$ cat src/rtl/decode_issue_pkg.sv
// Shared types and constants for the decode issue controller slice.
package decode_issue_pkg;

  typedef enum logic [1:0] {
    RUN    = 2'd0,
    DRAIN  = 2'd1,
    HALT   = 2'd2,
    SERIAL = 2'd3
  } issue_state_e;

  localparam logic [6:0] OPC_SYSTEM = 7'b1110011;

  typedef struct packed {
    logic [31:0] insn;
  } issue_entry_t;

  function automatic logic is_system(input issue_entry_t e);
    return e.insn[6:0] == OPC_SYSTEM;
  endfunction

endpackage

$ cat src/rtl/decode_issue_ctrl_if.sv
// Fetch, decode-issue, retire and redirect signals of decode_issue_ctrl.
interface decode_issue_ctrl_if #(
  parameter int XLEN    = 32,
  parameter int ORDER_W = 64,
  parameter int MAX_OUT = 4
);
  localparam int OUT_W = $clog2(MAX_OUT + 1);

  logic               in_valid;
  logic               in_ready;
  logic [31:0]        in_insn;
  logic               dec_valid;
  logic               dec_ready;
  logic [31:0]        dec_insn;
  logic [XLEN-1:0]    dec_pc;
  logic [ORDER_W-1:0] dec_order;
  logic               ret_valid;
  logic               ret_trap;
  logic               redir_valid;
  logic               redir_ready;
  logic [XLEN-1:0]    redir_pc;
  logic               halted;
  logic [OUT_W-1:0]   outstanding;
  logic               proto_err;

  modport master (
    output in_valid, in_insn, dec_ready, ret_valid, ret_trap, redir_valid, redir_pc,
    input  in_ready, dec_valid, dec_insn, dec_pc, dec_order, redir_ready, halted,
           outstanding, proto_err
  );

  modport slave (
    input  in_valid, in_insn, dec_ready, ret_valid, ret_trap, redir_valid, redir_pc,
    output in_ready, dec_valid, dec_insn, dec_pc, dec_order, redir_ready, halted,
           outstanding, proto_err
  );
endinterface

$ cat src/rtl/decode_issue_ctrl_issue_fifo2.sv
// Two-entry valid/ready FIFO with synchronous flush (flush beats push/pop).
module issue_fifo2
  import decode_issue_pkg::*;
(
  input  logic         clk,
  input  logic         reset,
  input  logic         i_flush,
  input  logic         i_push,
  input  issue_entry_t i_data,
  input  logic         i_pop,
  output issue_entry_t o_data,
  output logic         o_full,
  output logic         o_empty
);
  issue_entry_t r_mem [2];
  logic         r_wptr;
  logic         r_rptr;
  logic [1:0]   r_count;
  logic         w_push;
  logic         w_pop;

  assign o_full  = (r_count == 2'd2);
  assign o_empty = (r_count == 2'd0);
  assign w_pop   = i_pop && !o_empty;
  // A push into a full FIFO is accepted when the head leaves on the same edge.
  assign w_push  = i_push && (!o_full || w_pop);
  assign o_data  = r_mem[r_rptr];

  always_ff @(posedge clk) begin
    if (!reset || i_flush) begin
      r_wptr  <= 1'b0;
      r_rptr  <= 1'b0;
      r_count <= '0;
    end else begin
      if (w_push) r_wptr <= ~r_wptr;
      if (w_pop)  r_rptr <= ~r_rptr;
      r_count <= r_count + {1'b0, w_push} - {1'b0, w_pop};
    end
  end

  always_ff @(posedge clk) begin
    if (w_push) r_mem[r_wptr] <= i_data;
  end
endmodule

$ cat src/rtl/decode_issue_ctrl.sv
// In-order issue sequencer feeding the decoder; trap -> drain -> halt -> redirect.
// Optional DECODE_ISSUE_SERIAL_SYSTEM_EN serialises SYSTEM-opcode words.
module decode_issue_ctrl
  import decode_issue_pkg::*;
#(
  parameter int              XLEN     = 32,
  parameter logic [XLEN-1:0] RESET_PC = 'h0,
  parameter int              MAX_OUT  = 4,
  parameter int              ORDER_W  = 64
) (
  input logic              clk,
  input logic              reset,
  decode_issue_ctrl_if.slave bus
);
  localparam int               OUT_W     = $clog2(MAX_OUT + 1);
  localparam logic [OUT_W-1:0] MAX_OUT_C = OUT_W'(MAX_OUT);

  issue_state_e       r_state, w_state_next;
  logic [XLEN-1:0]    r_pc;
  logic [ORDER_W-1:0] r_order;
  logic [OUT_W-1:0]   r_out, w_out_next;
  logic               r_perr;

  issue_entry_t w_head, w_in_entry;
  logic w_full, w_empty, w_accept_state, w_head_ok;
  logic w_in_ready, w_dec_valid, w_trap, w_issue, w_push, w_ret_ok;

`ifdef DECODE_ISSUE_SERIAL_SYSTEM_EN
  assign w_accept_state = (r_state == RUN) || (r_state == SERIAL);
  assign w_head_ok      = !is_system(w_head) || (r_out == '0);
`else
  assign w_accept_state = (r_state == RUN);
  assign w_head_ok      = 1'b1;
`endif

  assign w_in_entry  = '{insn: bus.in_insn};
  assign w_in_ready  = reset && !w_full && w_accept_state;
  assign w_dec_valid = reset && (r_state == RUN) && !w_empty && (r_out < MAX_OUT_C) && w_head_ok;
  // A trapping retire wins over an issue handshake presented on the same edge.
  assign w_trap      = bus.ret_valid && bus.ret_trap && w_accept_state;
  assign w_issue     = w_dec_valid && bus.dec_ready && !w_trap;
  assign w_push      = bus.in_valid && w_in_ready;
  assign w_ret_ok    = bus.ret_valid && (r_out != '0);
  assign w_out_next  = r_out + OUT_W'(w_issue) - OUT_W'(w_ret_ok);

  issue_fifo2 u_fifo (
    .clk     (clk),
    .reset   (reset),
    .i_flush (w_trap),
    .i_push  (w_push),
    .i_data  (w_in_entry),
    .i_pop   (w_issue),
    .o_data  (w_head),
    .o_full  (w_full),
    .o_empty (w_empty)
  );

  always_comb begin
    w_state_next = r_state;
    case (r_state)
      RUN: begin
        if (w_trap) w_state_next = DRAIN;
`ifdef DECODE_ISSUE_SERIAL_SYSTEM_EN
        else if (w_issue && is_system(w_head)) w_state_next = SERIAL;
`endif
      end
      DRAIN:  if (w_out_next == '0) w_state_next = HALT;
      HALT:   if (bus.redir_valid) w_state_next = RUN;
`ifdef DECODE_ISSUE_SERIAL_SYSTEM_EN
      SERIAL: if (bus.ret_valid) w_state_next = bus.ret_trap ? DRAIN : RUN;
`endif
      default: w_state_next = RUN;
    endcase
  end

  always_ff @(posedge clk) begin
    if (!reset) begin
      r_state <= RUN;
      r_pc    <= RESET_PC;
      r_order <= '0;
      r_out   <= '0;
      r_perr  <= 1'b0;
    end else begin
      r_state <= w_state_next;
      r_out   <= w_out_next;
      if (bus.ret_valid && (r_out == '0)) r_perr <= 1'b1;
      if ((r_state == HALT) && bus.redir_valid) r_pc <= bus.redir_pc;
      else if (w_issue) r_pc <= r_pc + XLEN'(4);
      if (w_issue) r_order <= r_order + ORDER_W'(1);
    end
  end

  assign bus.in_ready    = w_in_ready;
  assign bus.dec_valid   = w_dec_valid;
  assign bus.dec_insn    = w_head.insn;
  assign bus.dec_pc      = r_pc;
  assign bus.dec_order   = r_order;
  assign bus.redir_ready = reset && (r_state == HALT);
  assign bus.halted      = (r_state == HALT);
  assign bus.outstanding = r_out;
  assign bus.proto_err   = r_perr;
endmodule

$ cat src/flat_wrapper.sv
// flat-port wrapper written by rule: the top's interface ports become plain ports
module decode_issue_ctrl_flat import decode_issue_pkg::*;
#(
  parameter int              XLEN     = 32,
  parameter logic [XLEN-1:0] RESET_PC = 'h0,
  parameter int              MAX_OUT  = 4,
  parameter int              ORDER_W  = 64
)
  (clk, reset, bus_in_valid, bus_in_insn, bus_dec_ready, bus_ret_valid, bus_ret_trap, bus_redir_valid, bus_redir_pc, bus_in_ready, bus_dec_valid, bus_dec_insn, bus_dec_pc, bus_dec_order, bus_redir_ready, bus_halted, bus_outstanding, bus_proto_err);
  decode_issue_ctrl_if #(.XLEN(XLEN), .ORDER_W(ORDER_W), .MAX_OUT(MAX_OUT)) bus_i ();
  input logic clk;
  input logic reset;
  input wire logic [$bits(bus_i.in_valid)-1:0] bus_in_valid;
  input wire logic [$bits(bus_i.in_insn)-1:0] bus_in_insn;
  input wire logic [$bits(bus_i.dec_ready)-1:0] bus_dec_ready;
  input wire logic [$bits(bus_i.ret_valid)-1:0] bus_ret_valid;
  input wire logic [$bits(bus_i.ret_trap)-1:0] bus_ret_trap;
  input wire logic [$bits(bus_i.redir_valid)-1:0] bus_redir_valid;
  input wire logic [$bits(bus_i.redir_pc)-1:0] bus_redir_pc;
  output wire logic [$bits(bus_i.in_ready)-1:0] bus_in_ready;
  output wire logic [$bits(bus_i.dec_valid)-1:0] bus_dec_valid;
  output wire logic [$bits(bus_i.dec_insn)-1:0] bus_dec_insn;
  output wire logic [$bits(bus_i.dec_pc)-1:0] bus_dec_pc;
  output wire logic [$bits(bus_i.dec_order)-1:0] bus_dec_order;
  output wire logic [$bits(bus_i.redir_ready)-1:0] bus_redir_ready;
  output wire logic [$bits(bus_i.halted)-1:0] bus_halted;
  output wire logic [$bits(bus_i.outstanding)-1:0] bus_outstanding;
  output wire logic [$bits(bus_i.proto_err)-1:0] bus_proto_err;
  assign bus_i.in_valid = bus_in_valid;
  assign bus_i.in_insn = bus_in_insn;
  assign bus_i.dec_ready = bus_dec_ready;
  assign bus_i.ret_valid = bus_ret_valid;
  assign bus_i.ret_trap = bus_ret_trap;
  assign bus_i.redir_valid = bus_redir_valid;
  assign bus_i.redir_pc = bus_redir_pc;
  assign bus_in_ready = bus_i.in_ready;
  assign bus_dec_valid = bus_i.dec_valid;
  assign bus_dec_insn = bus_i.dec_insn;
  assign bus_dec_pc = bus_i.dec_pc;
  assign bus_dec_order = bus_i.dec_order;
  assign bus_redir_ready = bus_i.redir_ready;
  assign bus_halted = bus_i.halted;
  assign bus_outstanding = bus_i.outstanding;
  assign bus_proto_err = bus_i.proto_err;
  decode_issue_ctrl #(.XLEN(XLEN), .RESET_PC(RESET_PC), .MAX_OUT(MAX_OUT), .ORDER_W(ORDER_W)) u_core (.clk(clk), .reset(reset), .bus(bus_i));
endmodule
$ cat config.mk
export PLATFORM = sky130hd
export DESIGN_NAME = decode_issue_ctrl_flat
export DESIGN_NICKNAME = d
export VERILOG_FILES = /design/src/rtl/decode_issue_pkg.sv /design/src/rtl/decode_issue_ctrl_if.sv /design/src/rtl/decode_issue_ctrl_issue_fifo2.sv /design/src/rtl/decode_issue_ctrl.sv /design/src/flat_wrapper.sv
export SDC_FILE = /design/constraint.sdc
export NUM_CORES = 1
export LEC_CHECK = 0
export ABC_AREA = 0
export BUFFER_PORTS_ARGS = -buffer_cell sky130_fd_sc_hd__clkbuf_2
export CAP_MARGIN = 10
export CORE_MARGIN = 2
export CORE_UTILIZATION = 45
export CTS_CLUSTER_DIAMETER = 30
export CTS_CLUSTER_SIZE = 28
export DETAILED_ROUTE_END_ITERATION = 8
export PLACE_DENSITY = 0.7
export SLEW_MARGIN = 10
export SYNTH_ARGS = -nofsm -noshare
export SYNTH_HDL_FRONTEND = slang
export SYNTH_SLANG_ARGS = --single-unit
$ cat constraint.sdc
create_clock -name clk -period 4.01 [get_ports clk]
set_clock_uncertainty 0.2 [all_clocks]
set_input_delay 1.0025 -clock clk [delete_from_list [all_inputs] [get_ports clk]]
set_output_delay 1.0025 -clock clk [all_outputs]
set_load 0.005 [all_outputs]
## After elaboration in Yosys (flattened, before gate mapping)

Memories as Yosys holds them, arrays and structs flattened. A register that Yosys moved wholly into a read port is not among the register bits.
Index checks and enable logic that the tools add are counted.

| word-level totals | value |
|---|---|
| register bits after elaboration | 106 |
| bits in writable memories | 64 |
| input port bits | 71 |
| output and inout bits | 136 |
| word-level logic and storage cells | 63 |
| memories kept | 1 |

| cells by class | value |
|---|---|
| add/sub/neg operators | 6 |
| order comparisons | 1 |
| equal/unequal tests | 6 |
| multiplexer cells | 10 |
| bitwise gates (word level) | 2 |
| reduce and logical (&&, ||, !) cells | 29 |

Memories:

| memory | words | width | read ports | clocked after Yosys merged registers in | wr ports | line | RTL |
|---|---|---|---|---|---|---|---|
| u_core.u_fifo.r_mem | 2 | 32 | 1 | 1 | 1 | decode_issue_ctrl_issue_fifo2.sv:15 | `issue_entry_t r_mem [2];` |

Operators by type and width:

| cell | number |
|---|---|
| 64-bit by 1-bit adder with 64-bit output, second input constant | 1 |
| 32-bit two-way mux | 2 |
| 32-bit by 3-bit adder with 32-bit output, second input constant | 1 |
| 1-bit logical AND | 16 |
| 3-bit zero test | 2 |
| 2-bit two-way mux | 3 |
| 2-bit one-hot mux with 3 select lines | 1 |
| 2-bit equality test, second input constant | 2 |
| 1-bit zero test | 4 |
| 2-bit zero test | 2 |
| 1-bit two-way mux | 4 |
| 2-bit inequality test, second input constant | 2 |
| 3-bit by 1-bit adder with 3-bit output | 1 |
| 3-bit less-than comparator, second input constant | 1 |
| 3-bit AND reduction | 1 |
| 3-bit nonzero test | 1 |
| 3-bit by 1-bit subtractor with 3-bit output | 1 |
| 2-bit by 1-bit adder with 2-bit output | 1 |
| 2-bit by 1-bit equality test with 1-bit output, second input constant | 1 |
| 1-bit logical OR | 2 |
| 2-bit by 1-bit inequality test with 1-bit output, second input constant | 1 |
| 1-bit inverter | 2 |
| 2-bit nonzero test | 1 |
| 2-bit by 1-bit subtractor with 2-bit output | 1 |

## Logic depth before layout (Yosys ltp)

Gate-level depths: netlist (run 1).

| depth | value |
|---|---|
| depth in word-level cells | 11 |
| gate-level depth with buffers | 12 |

## Cells and area by module

A second synthesis (run 1) with hierarchy kept.

| unflattened totals | value |
|---|---|
| cells, all modules | 772 |
| area, all modules | 7792.5 µm² |

Modules (own cells, without submodules):

| module | instances | cells an instance | area each (µm²) | sequential area each (µm²) |
|---|---|---|---|---|
| decode_issue_ctrl | 1 | 643 | 5230.0 | 2042.0 |
| issue_fifo2 | 1 | 129 | 2562.5 | 2021.9 |

## Worst setup path after synthesis (run 1)

OpenSTA, ideal clock, no wires.

| timing | value |
|---|---|
| kind | input to register |
| start point | in reset |
| end point | mem u_core.u_fifo.r_mem[0][0] (netlist name), enable pin |
| library setup time | 421 ps |
| arrival time | 3116 ps |
| data required time | 3389 ps |
| path slack | 273 ps |
| stages on the path | 4 |
| path buffers | 0 |
| cells stage by stage | or3b_4 a21oi_1 nand2_1 nor2_1 |

| on the way | value |
|---|---|
| elaborated cells between the ends (all ways) | 13 |
| those cells by class | mux: 2; reduce/logical: 11 |

RTL lines:

| item | line | RTL |
|---|---|---|
| start, declared | flat_wrapper.sv:12 | `input logic reset;` |
| 1-bit logical AND (2 in a row) | decode_issue_ctrl.sv:37 | `assign w_in_ready = reset && !w_full && w_accept_state;` |
| net bus_in_ready | flat_wrapper.sv:20 | `output wire logic [$bits(bus_i.in_ready)-1:0] bus_in_ready;` |
| 1-bit logical AND | decode_issue_ctrl.sv:42 | `assign w_push = bus.in_valid && w_in_ready;` |
| 1-bit logical AND | decode_issue_ctrl_issue_fifo2.sv:26 | `assign w_push = i_push && (!o_full \|\| w_pop);` |
| 1-bit two-way mux | decode_issue_ctrl_issue_fifo2.sv:42 | `if (w_push) r_mem[r_wptr] <= i_data;` |
| 1-bit two-way mux (implied by the code) | decode_issue_ctrl_issue_fifo2.sv:42 |  |
| end, declared | decode_issue_ctrl_issue_fifo2.sv:15 |  |

The timed path passes the listed nets, and every way through them passes these cells.

## Worst setup path in the final report (run 1)

| timing | value |
|---|---|
| start point | in reset |
| end point | reg u_core.r_order[39] (netlist: u_core.bus.dec_order[39]) |

| on the way | value |
|---|---|
| longest elaborated chain between the ends | 5 |

Ends and longest elaborated chain:

| item | line | RTL |
|---|---|---|
| 1-bit logical AND (3 in a row) | decode_issue_ctrl.sv:38 | `assign w_dec_valid = reset && (r_state == RUN) && !w_empty && (r_out < MAX_OUT_C) && w_head_ok;` |
| 1-bit logical AND (2 in a row) | decode_issue_ctrl.sv:41 | `assign w_issue = w_dec_valid && bus.dec_ready && !w_trap;` |
| end signal, assigned | decode_issue_ctrl.sv:89 | `if (w_issue) r_order <= r_order + ORDER_W'(1);` |
| end, declared | decode_issue_ctrl.sv:20 | `logic [ORDER_W-1:0] r_order;` |

Parallel ways exist; a longest one is shown, timed or not.
A chain may end at the register's enable or synchronous reset.

==> results_dict.tcl, run 1 <==
set metrics [dict create \
    outcome "finished clean" \
    place_ws_ns 0.4623 \
    vias 6700 \
    drtIter0Drc 352 \
    end_kind "flip-flop" \
    setup_slack_ns 0.8698 \
    hold_viol 0 \
    synth-edff-count 64 \
    io_pins 207 \
    n_fill_cell 1497 \
    dp_cells 1155 \
    fp.dieH_um 134.7 \
    gp_congestion 0.8130 \
    yosysSeqAreaShare_pct 52.83 \
    fp.dieW_um 134.7 \
    cts_resized 0 \
    critical_path_class "in -> reg" \
    num_antenna_cells 0 \
    drv_slew 0 \
    clkTransAtPathRegs_ns 0.06 \
    ys_types 54 \
    fin_crit_sh_pct 78.31 \
    drt_wl_total_um 19540 \
    layout-drive-gt1-share_pct 30.61 \
    yosysWarnings 0 \
    start_kind "primary input" \
    post_drt_wl_per_cell_um 16.46 \
    drtPass1Iterations 5 \
    cts_made_buffers 17 \
    cp_max_fo 15 \
    min_path_type "reg -> reg" \
    critPathSlowestCell "or4_1" \
    dp_hpwl_um 13810 \
    dieArea_um2 18160 \
    grt_usage_pct 21.24 \
    core-area_um2 16640 \
    syn-instance-count 752 \
    cp_data_arrival_time_ns 3.28 \
    fin_setup_tns_ns 0 \
    synth.ff_latch_count 171 \
    layout_min_cycle_time_ns 3.140 \
    power_density_nw_per_um2 428.7 \
    initial_utilization_pct 46.22 \
    slew_headroom_pct 48.67 \
    path_buf_inv 2 \
    synth_area_per_cell_um2 10.23 \
    nNetsFinal 1032 \
    grt_max_degree 47 \
    portBuffers 206 \
    final_cells 1187 \
    p_leak_uw 0.003561 \
    max_slew.worst_pin.slew_ns 0.7681 \
    post_cts_buffers 0 \
    holdBufCountCts 0 \
    drt_drc_violations_left 0 \
    max_stage_delay_ns 0.55 \
    max-vdd-ir-drop_v 0.0002819 \
    clkSinkCount 171 \
    via_per_inst 5.644 \
    cpLargestDelayFamily "simple AND/OR/NAND/NOR gates" \
    synth_top_flop_cell "dfxtp_1" \
    synth_area_um2 7692 \
    syn2layout_area_growth_pct 24.11 \
    insertion_delay_ns 0.42 \
    syn-num-nets 830 \
    path_cells "clkbuf_2 > or3b_4 > nor4b_4 > buf_4 > nand3_1 > or4_1 > a21oi_1" \
    std_cell_rows 47 \
    drv_cap 0 \
    ant_nets 0 \
    required_ns 4.15 \
    antenna_found_initial 0 \
    grt_first_pass_wirelength_um 31080 \
    rsz0062_at_grt "false" \
    clockBufferDepth 2 \
    cts_tree "yes" \
    htreeDepth 4 \
    grt-ovfl-total 0 \
    clock.fmax_mhz 318.5 \
    setup_viol_count_final 0 \
    grt_pass1_vias 6036 \
    async_flop_share_pct 0 \
    clock-root-buffer "clkbuf_16" \
]
==> tightest hold or removal path, stage by stage, from the launching register on <==
cell and delay [ns]:
dfxtp_1 0.31, nand2_1 0.05, a21oi_1 0.05
==> final cells by class <==
class	instances	area (µm²)	area share (%)
flip-flops and latches	171	4064	42.57
multi-input cells	527	3421	35.83
repair buffers	219	1129	11.82
clock buffers	18	429.2	4.495
well taps	220	275.3	2.883
clock inverters	14	161.4	1.691
inverters	18	67.56	0.7077
==> final timing paths <==
check	endpoint	startpoint	slack, ns	cells past startpoint
max reg2reg	u_core.bus.dec_order[39]$_SDFFE_PN0N_	u_core.r_state[0]$_SDFFE_PN0P_	1.15	6
min	u_core.bus.dec_pc[1]$_SDFFE_PN0P_	u_core.bus.dec_pc[1]$_SDFFE_PN0P_	0.26	2
max	u_core.bus.dec_order[39]$_SDFFE_PN0N_	reset	0.87	7
min reg2reg	u_core.bus.dec_pc[1]$_SDFFE_PN0P_	u_core.bus.dec_pc[1]$_SDFFE_PN0P_	0.26	2
==> cell usage after synthesis, types with 2 or more instances <==
cell type	instances	area, µm²
a211oi_1	7	52.55
and4_1	13	113.9
o21ai_0	43	215.2
and2_1	8	50.05
nand3_1	29	145.1
nor3_1	17	85.08
nand2_1	61	229.0
and3_1	13	81.33
mux2_2	32	360.4
a31oi_1	6	37.54
nand4_1	32	200.2
or4_1	29	217.7
xnor2_1	19	166.4
dfxtp_1	107	2142
nor4_2	2	25.02
nand4_2	3	37.54
edfxtp_1	64	1922
or4b_1	3	30.03
nor2_1	43	161.4
o41ai_1	3	26.28
nand2b_1	3	18.77
ha_1	6	75.07
buf_1	6	22.52
clkbuf_1	27	101.4
xor2_1	19	166.4
mux2i_1	5	50.05
nor2b_1	2	12.51
a21oi_1	57	285.3
buf_2	2	10.01
o211ai_1	4	30.03
or3_1	14	87.58
nor4_1	9	56.30
o31ai_1	24	180.2
inv_1	17	63.81
a311oi_1	4	35.03
==> logic make-up (layout without fill, tap and decap cells) <==
kind of cell / after synthesis / in the layout / share of synthesized area, %
AOI/OAI and AO/OA: 154 / 154 / 11.86
xor gates and xnor gates: 38 / 38 / 4.327
adders and majority gates: 7 / 7 / 1.236
buffers and inverters: 54 / 269 / 2.765
DFF: 171 / 171 / 52.83
muxes: 37 / 37 / 5.335
and+or+nand+nor: 291 / 291 / 21.65
==> registers in the layout (all words and copies together) (netlist names), named ones only <==
register / count
u_core.bus.dec_order: 64
u_core.bus.dec_pc: 32
u_core.bus.outstanding: 3
u_core.bus.proto_err: 1
u_core.r_state: 2
u_core.u_fifo.r_count: 2
u_core.u_fifo.r_mem: 64
u_core.u_fifo.r_rptr: 1
u_core.u_fifo.r_wptr: 1
==> cell usage in the layout (no fill, tap or decap), drive strengths merged, types with 5 or more instances in the layout <==
cell type / n
a211oi: 7
a21oi: 57
a31oi: 6
and2: 8
and3: 13
and4: 13
buf: 13
clkbuf: 224
dfxtp: 107
edfxtp: 64
ha: 6
inv: 22
mux2: 32
mux2i: 5
nand2: 61
nand3: 29
nand4: 35
nor2: 43
nor3: 18
nor4: 11
o21ai: 43
o31ai: 24
or3: 14
or4: 29
xnor2: 19
xor2: 19
==> power breakdown <==
part,total (µW),internal (µW),leakage (µW),switching [µW]
Clock,1640,933,0.000277,710
Combinational,470,221,0.00184,249
Sequential,1980,1900,0.00145,75.8
Total,4090,3060,0.00356,1030
==> layer usage <==
layer	global-route usage (%)	up-vias	wire length, µm
met4	5.906	0	260
met5	0	-	0
met1	29.63	3200	9134
met2	34.01	208	9018
li1	-	3271	-
met3	3.866	21	1124
==> through the flow <==
stage	instance area, µm²	utilization, %	hold slack (ns)	total power, µW
2_1_floorplan	7692	-	0.2527	2277
3_3_place_gp	8956	53.82	0.2488	2475
3_5_place_dp	8956	53.82	0.2530	2489
4_1_cts	9547	57.36	0.2631	4133
5_1_grt	9547	57.36	0.2832	4266
6_report	9547	57.36	0.2601	4092
(Power assumes the default switching activity.)
==> run 2, diff against run 1 <==
Clock period 4.01 ns to 3.14 ns, I/O delays scaled along.
==> results_dict.tcl, run 2 (same netlist as run 1, synthesis figures left out) <==
set metrics [dict create \
    outcome "finished clean" \
    clock-root-buffer "clkbuf_16" \
    clkTransAtPathRegs_ns 0.07 \
    drv_slew 0 \
    vias 6679 \
    drtIter0Drc 347 \
    required_ns 2.15 \
    cts_resized 0 \
    dp_hpwl_um 14060 \
    via_per_inst 5.570 \
    p_leak_uw 0.003634 \
    core-area_um2 16640 \
    drv_cap 0 \
    fin_setup_tns_ns 0 \
    htreeDepth 4 \
    cp_data_arrival_time_ns 1.76 \
    hold_ws_ns 0.2541 \
    placedInstanceArea_um2 9096 \
    syn2layout_area_growth_pct 25.91 \
    clock.fmax_mhz 364.7 \
    layout_common_cells "206 x clkbuf_2, 107 x dfxtp_1, 64 x edfxtp_1" \
    ant_nets 0 \
    max_slew.worst_pin.slew_ns 0.7872 \
    post-route-cell-area_um2 9686 \
    rsz0062_at_grt "false" \
    cts_tree "yes" \
    dieArea_um2 18160 \
    grt_usage_pct 21.28 \
    grt-ovfl-total 0 \
    antenna_found_initial 0 \
    start_kind "primary input" \
    nNetsFinal 1044 \
    cts_made_buffers 17 \
    drt_wl_total_um 19380 \
    clkSinkCount 171 \
    insertion_delay_ns 0.42 \
    cp_max_fo 5 \
    initial_utilization_pct 46.22 \
    fp.dieH_um 134.7 \
    drtPass1Iterations 5 \
    fp.dieW_um 134.7 \
    post_cts_buffers 0 \
    final_util_pct 58.20 \
    portBuffers 206 \
    layout-drive-gt1-share_pct 31.46 \
    layout_min_cycle_time_ns 2.742 \
    critical_path_class "in -> out" \
    holdBufCountCts 0 \
    max-vdd-ir-drop_v 0.0004130 \
    hold_viol 0 \
    setup_viol_count_final 0 \
    drt_drc_violations_left 0 \
    fin_crit_sh_pct 87.33 \
    end_kind "output port" \
    grt_pass1_vias 5998 \
    slew_headroom_pct 47.40 \
    num_antenna_cells 0 \
    min_path_type "reg -> reg" \
    final_common_cell "clkbuf_2" \
    std_cell_rows 47 \
    dp_cells 1167 \
    grt_first_pass_wirelength_um 30820 \
    post_drt_wl_per_cell_um 16.16 \
    io_pins 207 \
    clockBufferDepth 2 \
    grt_max_degree 37 \
    final_cells 1199 \
    gp_congestion 0.8068 \
    power_density_nw_per_um2 539.6 \
]
==> run 2: changes by cell type in the layout (fill, tap and decap cells not counted), sizes merged <==
cell      delta
clkinv       +1
clkinvlp     -1
buf         +12
==> run 2: worst max-delay path: stages <==
cell and delay [ns]:
clkbuf_2 0.13, or3b_4 0.43, a21oi_1 0.24, clkbuf_2 0.18
==> run 2: final timing paths <==
check / slack, ns / depth (start not counted) / startpoint / end
max: 0.40 / 4 / reset / bus_in_ready
min: 0.25 / 2 / u_core.bus.dec_pc[0]$_SDFFE_PN0P_ / u_core.bus.dec_pc[0]$_SDFFE_PN0P_
max reg2reg: 0.40 / 12 / u_core.bus.outstanding[1]$_SDFF_PN0_ / u_core.r_state[1]$_SDFFE_PN0P_
min reg2reg: 0.25 / 2 / u_core.bus.dec_pc[0]$_SDFFE_PN0P_ / u_core.bus.dec_pc[0]$_SDFFE_PN0P_
==> run 2: stage by stage <==
stage               worst slack, ns  power [µW]
floorplan                   -0.3792        2908
global placement             0.1067        3176
detailed placement          0.02572        3191
CTS                          0.3653        5289
global route                0.09503        5469
finish                       0.3977        5226
==> run 2: cell type report <==
class                   instances  area, µm²
fillers                      1511       6957
flip-flops and latches        171       4064
multi-input cells             527       3421
repair buffers                231       1269
clock buffers                  18      429.2
well taps                     220      275.3
clock inverters                14      160.2
inverters                      18      67.56
==> run 2: where the power goes <==
part           internal, µW  leakage, µW  switching, µW
combinational           296      0.00191            314
clock                  1190     0.000280            900
sequential             2430      0.00145           96.0
total                  3920      0.00363           1310
==> run 2: per-layer routing <==
metal  GRT usage [%]  wire length, µm  up-vias
li1                -                -     3287
met1           29.45             9029     3170
met2           33.70             8928      203
met3           4.129             1120       19
met4           6.901              299        0
met5               0                0        -
==> run 3, diff against run 2 <==
Settings changed: PLACE_DENSITY 0.7 to 0.73.
Clock period 3.14 ns to 2.3 ns, I/O delays scaled along.
==> results_dict.tcl, run 3 (same netlist as run 1, synthesis figures left out) <==
set metrics [dict create \
    grt_max_degree 44 \
    cp_data_arrival_time_ns 2.63 \
    wl_met1_um 9533 \
    num_antenna_cells 0 \
    initial_utilization_pct 46.22 \
    power_density_nw_per_um2 690.6 \
    nNetsFinal 1141 \
    max-vdd-ir-drop_v 0.0004980 \
    grt_pass1_vias 6686 \
    p_total_uw 7666 \
    clock-root-buffer "clkbuf_16" \
    drt_wl_total_um 22180 \
    violations "setup timing" \
    drv_cap 0 \
    layout-drive-gt1-share_pct 44.70 \
    n_fill_cell 1322 \
    grt-ovfl-total 0 \
    holdBufCountCts 0 \
    ant_nets 0 \
    route.met2.wl_um 10780 \
    dp_cells 1229 \
    cp_max_fo 2 \
    grt_usage_pct 23.07 \
    placedInstanceArea_um2 9693 \
    dp_hpwl_um 14950 \
    clock.fmax_mhz 402.5 \
    max_slew.worst_pin.slew_ns 0.4113 \
    setup_slack_ns -0.1843 \
    clkTransAtPathRegs_ns 0.07 \
    cts_made_buffers 17 \
    final_cells 1296 \
    final_util_pct 66.70 \
    outcome "complete, but fails checks" \
    slew_headroom_pct 72.58 \
    insertion_delay_ns 0.42 \
    portBuffers 206 \
    clockBufferDepth 2 \
    grt_first_pass_wirelength_um 33510 \
    core-area_um2 16640 \
    min_path_type "in -> reg" \
    io_pins 207 \
    via_per_inst 5.604 \
    post-route-cell-area_um2 11100 \
    place_ws_ns -0.5322 \
    clkSinkCount 171 \
    rsz0062_at_grt "true" \
    vias 7263 \
    top_layer "met4" \
    layout_common_cells "204 x clkbuf_2, 103 x dfxtp_1, 96 x buf_4" \
    layout_min_cycle_time_ns 2.484 \
    setup_viol_count_final 29 \
    antenna_found_initial 0 \
    htreeDepth 4 \
    drt_drc_violations_left 0 \
    drv_slew 0 \
    post_drt_wl_per_cell_um 17.11 \
    final_common_cell "clkbuf_2" \
    drtIter0Drc 463 \
    drtPass1Iterations 5 \
    p_leak_uw 0.004352 \
    cts_tree "yes" \
    met3_wirelength_um 1387 \
    std_cell_rows 47 \
    hold_viol 0 \
    required_ns 2.45 \
    fp.dieH_um 134.7 \
    fp.dieW_um 134.7 \
    fin_crit_sh_pct 108.0 \
    gp_congestion 0.8759 \
    syn2layout_area_growth_pct 44.31 \
    start_kind "flip-flop" \
    end_kind "flip-flop" \
    dieArea_um2 18160 \
    critical_path_class "reg -> reg" \
]
[run 3: cell types whose count changed in the layout (fill, tap and decap cells not counted), moves of 4 or more]
cell and change:
or4_1 -16, dfxtp_1 -4, a21oi_2 +16, buf_6 +15
o31ai_2 +6, buf_4 +75, nor3_1 -4, or4_4 +16
o31ai_1 -9, a21oi_1 -17, buf_12 +4, inv_1 -4
[run 3: repair_timing]
item / CTS / global route
setup buffers: 16 / 15
endpoints found under the hold margin: 0 / 0
gates resized for setup: 28 / 77
cloned: 3 / 3
pin swaps: 17 / 25
setup endpoints to repair: 38 / 87
[run 3: final timing paths]
| path | start | endpoint | slack [ns] | cells past startpoint |
|---|---|---|---|---|
| worst min register to register | u_core.bus.dec_pc[1]$_SDFFE_PN0P_ | u_core.bus.dec_pc[1]$_SDFFE_PN0P_ | 0.26 | 2 |
| worst max-delay path | u_core.bus.outstanding[2]$_SDFF_PN0_ | u_core.r_state[1]$_SDFFE_PN0P_ | -0.18 | 12 |
| worst min-delay path | bus_in_insn[25] | u_core.u_fifo.r_mem[0][25]$_DFFE_PP_ | 0.14 | 1 |
| worst max register to register | u_core.bus.outstanding[2]$_SDFF_PN0_ | u_core.r_state[1]$_SDFFE_PN0P_ | -0.18 | 12 |
[run 3: layout make-up]
cell class,instances,area (µm²),area share (%)
Sequential cell,171,4076,36.72
Multi-Input combinational cell,528,3892,35.07
Timing Repair Buffer,327,2173,19.58
Clock buffer,19,442.9,3.990
Tap cell,220,275.3,2.480
Clock inverter,13,165.2,1.488
Inverter,18,75.07,0.6763
[run 3: per-layer routing]
metal,global-route usage [%],vias up
met3,4.992,39
met1,30.28,3496
met2,37.39,255
met4,8.947,0
li1,-,3473
met5,0,-
[run 3: metrics by stage]
step           TNS (ns)  hold slack, ns
2_1_floorplan    -6.693          0.2527
3_3_place_gp     -23.40          0.2470
3_5_place_dp     -30.22          0.2546
4_1_cts          -2.442          0.1204
5_1_grt          -5.308          0.1179
6_report         -2.167          0.1420
[run 3: where the power goes]
group | internal [µW] | switching, µW
sequential | 3320 | 109
combinational | 690 | 593
clock | 1750 | 1200
total | 5760 | 1910
[run 3: worst max-delay path, cell delays in order (launching register included)]
cell      delay [ns]
dfxtp_2         0.34
nor3_4          0.20
nor2b_1         0.08
ha_1            0.28
inv_2           0.07
ha_4            0.12
inv_2           0.03
fa_2            0.32
xor2_1          0.15
xnor2_1         0.19
nor4bb_2        0.25
a22oi_1         0.10
nor2_1          0.09
